`src/rtl/lut_ram_pkg.sv`:
```
//------------------------------------------------------------------------------
// Module  : lut_ram_pkg
// Brief   : Shared types and geometry defaults for the LUT RAM and its controller.
// Rev     : 1.0 - initial release
//------------------------------------------------------------------------------
`default_nettype none

package lut_ram_pkg;

    localparam int LUT_WIDTH = 32;
    localparam int LUT_DEPTH = 32;

    typedef enum logic [0:0] {
        CLEAR = 1'b0,
        RUN   = 1'b1
    } ctrl_state_t;

endpackage

`default_nettype wire

```
`src/rtl/rr_arb2.sv`:
```
//------------------------------------------------------------------------------
// Module  : rr_arb2
// Brief   : Two-input round-robin arbiter; a tie goes to the requester that did
//           not win last time.
// Rev     : 1.0 - initial release
//------------------------------------------------------------------------------
`default_nettype none

module rr_arb2 (
    input  logic [1:0] req_i,
    input  logic       enable_i,
    input  logic       last_winner_i,
    output logic [1:0] gnt_o
);

    // last_winner_i == 1 means requester 1 won last, so requester 0 takes a tie
    assign gnt_o[0] = enable_i & req_i[0] & (~req_i[1] |  last_winner_i);
    assign gnt_o[1] = enable_i & req_i[1] & (~req_i[0] | ~last_winner_i);

endmodule

`default_nettype wire

```
`src/rtl/lut_ram_ctrl.sv`:
```
//------------------------------------------------------------------------------
// Module  : lut_ram_ctrl
// Brief   : LUT RAM write-side controller: clears the RAM after reset or on
//           request, then shares the write port between two requesters.
// Rev     : 1.0 - initial release
//------------------------------------------------------------------------------
`default_nettype none

module lut_ram_ctrl
    import lut_ram_pkg::*;
#(
    parameter int WIDTH      = LUT_WIDTH,
    parameter int DEPTH      = LUT_DEPTH,
    parameter int ADDR_WIDTH = $clog2(DEPTH)
) (
    input  logic                  clk,
    input  logic                  rst_n,
    input  logic                  clear_i,
    input  logic                  req0_i,
    input  logic [ADDR_WIDTH-1:0] addr0_i,
    input  logic [WIDTH-1:0]      data0_i,
    output logic                  gnt0_o,
    input  logic                  req1_i,
    input  logic [ADDR_WIDTH-1:0] addr1_i,
    input  logic [WIDTH-1:0]      data1_i,
    output logic                  gnt1_o,
    output logic                  ram_wr_en_o,
    output logic [ADDR_WIDTH-1:0] ram_wr_addr_o,
    output logic [WIDTH-1:0]      ram_wr_data_o,
    output logic                  init_done_o
);

    localparam logic [ADDR_WIDTH-1:0] LAST_ADDR = ADDR_WIDTH'(DEPTH - 1);
    localparam logic [ADDR_WIDTH-1:0] ONE_ADDR  = ADDR_WIDTH'(1);

    ctrl_state_t           state_q, state_d;
    logic [ADDR_WIDTH-1:0] cnt_q, cnt_d;
    logic                  last_winner_q, last_winner_d;
    logic                  wr_en_q, wr_en_d;
    logic [ADDR_WIDTH-1:0] wr_addr_q, wr_addr_d;
    logic [WIDTH-1:0]      wr_data_q, wr_data_d;
    logic                  init_done_q, init_done_d;

    logic                  arb_en;
    logic [1:0]            arb_gnt;

    assign arb_en = (state_q == RUN) && !clear_i;

    rr_arb2 u_arb (
        .req_i         ({req1_i, req0_i}),
        .enable_i      (arb_en),
        .last_winner_i (last_winner_q),
        .gnt_o         (arb_gnt)
    );

    assign gnt0_o = arb_gnt[0];
    assign gnt1_o = arb_gnt[1];

    always_comb begin
        state_d       = state_q;
        cnt_d         = cnt_q;
        last_winner_d = last_winner_q;
        wr_en_d       = 1'b0;
        wr_addr_d     = wr_addr_q;
        wr_data_d     = wr_data_q;
        init_done_d   = init_done_q;

        case (state_q)
            CLEAR: begin
                wr_en_d   = 1'b1;
                wr_addr_d = cnt_q;
                wr_data_d = '0;
                if (cnt_q == LAST_ADDR) begin
                    state_d     = RUN;
                    cnt_d       = '0;
                    init_done_d = 1'b1;
                end else begin
                    cnt_d = cnt_q + ONE_ADDR;
                end
            end
            RUN: begin
                if (clear_i) begin
                    // Word 0 is written on the very next edge, so the walk
                    // resumes from word 1 and the clear still spans DEPTH cycles.
                    state_d     = CLEAR;
                    cnt_d       = ONE_ADDR;
                    init_done_d = 1'b0;
                    wr_en_d     = 1'b1;
                    wr_addr_d   = '0;
                    wr_data_d   = '0;
                end else if (arb_gnt[0]) begin
                    wr_en_d       = 1'b1;
                    wr_addr_d     = addr0_i;
                    wr_data_d     = data0_i;
                    last_winner_d = 1'b0;
                end else if (arb_gnt[1]) begin
                    wr_en_d       = 1'b1;
                    wr_addr_d     = addr1_i;
                    wr_data_d     = data1_i;
                    last_winner_d = 1'b1;
                end
            end
            default: begin
                state_d = CLEAR;
                cnt_d   = '0;
            end
        endcase
    end

    always_ff @(posedge clk or negedge rst_n) begin
        if (!rst_n) begin
            state_q       <= CLEAR;
            cnt_q         <= '0;
            last_winner_q <= 1'b1;
            wr_en_q       <= 1'b0;
            wr_addr_q     <= '0;
            wr_data_q     <= '0;
            init_done_q   <= 1'b0;
        end else begin
            state_q       <= state_d;
            cnt_q         <= cnt_d;
            last_winner_q <= last_winner_d;
            wr_en_q       <= wr_en_d;
            wr_addr_q     <= wr_addr_d;
            wr_data_q     <= wr_data_d;
            init_done_q   <= init_done_d;
        end
    end

    assign ram_wr_en_o   = wr_en_q;
    assign ram_wr_addr_o = wr_addr_q;
    assign ram_wr_data_o = wr_data_q;
    assign init_done_o   = init_done_q;

endmodule

`default_nettype wire

```
`config.mk`:
```
export PLATFORM = sky130hd
export DESIGN_NAME = lut_ram_ctrl
export DESIGN_NICKNAME = d
export VERILOG_FILES = /design/src/rtl/lut_ram_pkg.sv /design/src/rtl/rr_arb2.sv /design/src/rtl/lut_ram_ctrl.sv
export SDC_FILE = /design/constraint.sdc
export NUM_CORES = 1
export LEC_CHECK = 0
export CORE_MARGIN = 2
export CORE_UTILIZATION = 45
export DETAILED_ROUTE_END_ITERATION = 7
export DONT_BUFFER_PORTS = 1
export HOLD_SLACK_MARGIN = 0.05
export MAX_ROUTING_LAYER = met4
export PLACE_DENSITY = 0.7
export SYNTH_ARGS = -nofsm -noshare
export SYNTH_HDL_FRONTEND = slang
export SYNTH_SLANG_ARGS = --single-unit
```
`constraint.sdc`:
```
create_clock -name clk -period 3 [get_ports clk]
set_clock_uncertainty 0.05 [all_clocks]
set_input_delay 0 -clock clk [delete_from_list [all_inputs] [get_ports clk]]
set_output_delay 0 -clock clk [all_outputs]
set_load 0.05 [all_outputs]
```
==> flow_metrics.env <==
export IMPL_grt_usage=0.232
export IMPL_detail_route_antenna_nets=0
export IMPL_synth_seq_area_share=0.535
export IMPL_slew_headroom=0.303
export IMPL_drc=0
export IMPL_first_pass_iters=4
export IMPL_combPwrFrac=0.279
export IMPL_worst_path_max_delay_cell="nand2_2"
export IMPL_fmax_mhz=390
export IMPL_cp_startpoint="last_winner_q"
export IMPL_cts_buffers=5
export IMPL_slew_violations=0
export IMPL_syn_area_um2=2150
export IMPL_cts_resized=0
export IMPL_p_sw_frac=0.362
export IMPL_crit_path_end_kind="flop"
export IMPL_critPathKind="reg -> reg"
export IMPL_finalHoldViolCount=0
export IMPL_vias_per_cell=5.54
export IMPL_setup_viol=0
export IMPL_startpoint_type="flop"
export IMPL_grt_pass1_wl_um=9100
export IMPL_setup_tns_ns=0
export IMPL_layout_common_cells="dlygate4sd3_1, dfrtp_1, nand2_1, mux2i_1, o21ai_0"
export IMPL_drive_gt1_frac=0.0643
export IMPL_worstPathMaxFanout=33
export IMPL_ys_top_cells_by_area="dfrtp_1, mux2i_1, nand2_1, o21ai_0, o21ai_1"
export IMPL_period_minus_slack_ns=2.57
export IMPL_row_count=25
export IMPL_initial_core_util=0.462
export IMPL_leakage_nw=1.44
export IMPL_cts_tree="built"
export IMPL_vias=1849
export IMPL_yosysUniqueCellTypes=32
export IMPL_grt_antenna_before_repair=0
export IMPL_syn_nets=282
export IMPL_diodes=0
export IMPL_cpPeakStageDelay_ns=0.59
export IMPL_cts_max_level=2
export IMPL_power_frac_clock=0.201
export IMPL_preCtsSetupSlack_ns=0.984
export IMPL_outcome="complete, no violations"
export IMPL_ir_drop_uv=298
export IMPL_synth_largest_area_cell="dfrtp_1"
export IMPL_die_area_um2=5350
export IMPL_hpwl_um=3020
export IMPL_arrival_ns=2.67
export IMPL_clock_sinks=46
export IMPL_required_ns=3.11
export IMPL_p_seq_frac=0.520
export IMPL_grt_start_max_net_pins=47
export IMPL_core_um2=4660
export IMPL_overflow=0
export IMPL_path_clk_slew_ns=0.08
export IMPL_wirelength_um=5920
export IMPL_max_cap_violations=0
export IMPL_num_io_pins=120
export IMPL_area_growth_pct=42.5
export IMPL_synth_top_cell_area_share=0.523
export IMPL_hold_class="in -> out"
export IMPL_io_buffers=0
export IMPL_postCtsSetupBuffers=0
export IMPL_cellPowerDensity_nw_per_um2=637
export IMPL_fin_ws_ns=0.433
export IMPL_grt_pass1_vias=1923
export IMPL_gp_congestion=0.749
export IMPL_yosys_warnings=0
export IMPL_die_h_um=73.2
export IMPL_crit_chain="nand2b_1 > nand2_2 > mux2i_1 > dlygate4sd3_1 > o21ai_0"
export IMPL_worstHoldStart="req0_i"
export IMPL_ys_seq_elements=46
export IMPL_rr_startpoint="last_winner_q"
export IMPL_hold_ws_ns=0.155
export IMPL_switchingPower_mw=0.708
export IMPL_dr_first_iter_drc_count=130
export IMPL_root_buffer="clkbuf_8"
export IMPL_num_fill_cells=359
export IMPL_postSynthAreaPerCell_um2=10.7
export IMPL_max_slew_worst_pin_slew_ns=1.04
export IMPL_p_int_mw=1.25
export IMPL_fin_crit_sh=0.856
export IMPL_rsz0062_at_grt="false"
export IMPL_die_w_um=73.2
export IMPL_clk_latency_ns=0.30
export IMPL_layout_cells_most_common="dlygate4sd3_1"
export IMPL_nets=360
export IMPL_cts_path_max_buffers=2
export IMPL_syn_inst=201
export IMPL_detail_route_wl_per_cell_um=17.7
## power by group through the flow
stage	Combinational, mW	Sequential, mW	Clock [mW]
final	0.545	1.02	0.393
after global routing	0.597	1.04	0.435
after CTS	0.534	1.02	0.407
after detailed placement	0.336	1.03	0
after global placement	0.326	1.03	0
after floorplan	0.301	1.00	0
## critical path: cells and delay by family (launching register included)
family | cells | cell delay (ns)
buf+inv | 1 | 0.58
compound gates | 1 | 0.08
mux | 1 | 0.39
simple gates | 2 | 0.74
flops | 1 | 0.55
## registers in the layout, summed over array words and instances (netlist names)
name,flops
ram_wr_addr_o,5
init_done_o,1
ram_wr_data_o,32
cnt_q,5
state_q,1
ram_wr_en_o,1
last_winner_q,1
## cell families (layout without fill, tap and decap cells)
family	after synthesis	after routing	share of synthesized area
xor gates and xnor gates	1	1	0.00407
adders and majority gates	2	2	0.0116
AOI/OAI and AO/OA	53	53	0.144
buffers and inverters	15	94	0.0442
DFF	46	46	0.535
muxes	33	33	0.153
and+or+nand+nor	51	51	0.108
## through the flow
stage	cells	cell area (um^2)	util	total power, mW
2_1_floorplan	201	2150	-	1.30
3_3_place_gp	246	2160	0.463	1.35
3_5_place_dp	246	2160	0.463	1.37
4_1_cts	334	3070	0.659	1.96
5_1_grt	334	3070	0.659	2.07
6_report	334	3070	0.659	1.95
## Yosys cell counts, drive strengths merged
library cell and count:
o41ai 1, clkbuf 2, dfstp 1, nor2 6, a21oi 6, inv 3
nor3 1, xor2 1, o22a 1, a22oi 1, buf 9, nand2 37
mux2i 33, a32o 1, dfrtp 45, o22ai 1, ha 2, a22o 2
nor2b 1, nand3 1, and3 3, o21ai 36, nand2b 2, clkinv 1
a222oi 4
## worst paths after layout
path	end	slack (ns)	cells after the start
min in group asynchronous	cnt_q[3]	0.16	2
max in group asynchronous	last_winner_q	2.48	2
worst min register to register	cnt_q[3]	0.46	1
worst max register to register	ram_wr_data_o[25]	0.43	5
worst min-delay path	gnt0_o	0.15	1
worst max-delay path	ram_wr_data_o[25]	0.43	5
## per-layer routing
layer,GRT usage,share of wire,vias up
met4,0.0782,0.017,0
met3,0.0635,0.066,10
met1,0.253,0.37,894
met2,0.406,0.55,81
met5,-,0,-
li1,-,-,864
## cell type report
cell class / count / area (um^2) / area share
Clock buffer: 6 / 82.6 / 0.0269
Clock inverter: 2 / 12.5 / 0.00408
Inverter: 4 / 15.0 / 0.00489
Multi-Input combinational cell: 140 / 906 / 0.295
Sequential cell: 46 / 1150 / 0.375
Tap cell: 54 / 67.6 / 0.0220
Timing Repair Buffer: 82 / 833 / 0.272
## repair_timing
action,4_1_cts,5_1_grt
hold endpoints to repair,91,0
hold buffers,80,0
endpoints found under the setup margin,0,0
No activity file was read; power rests on OpenSTA's default activity.
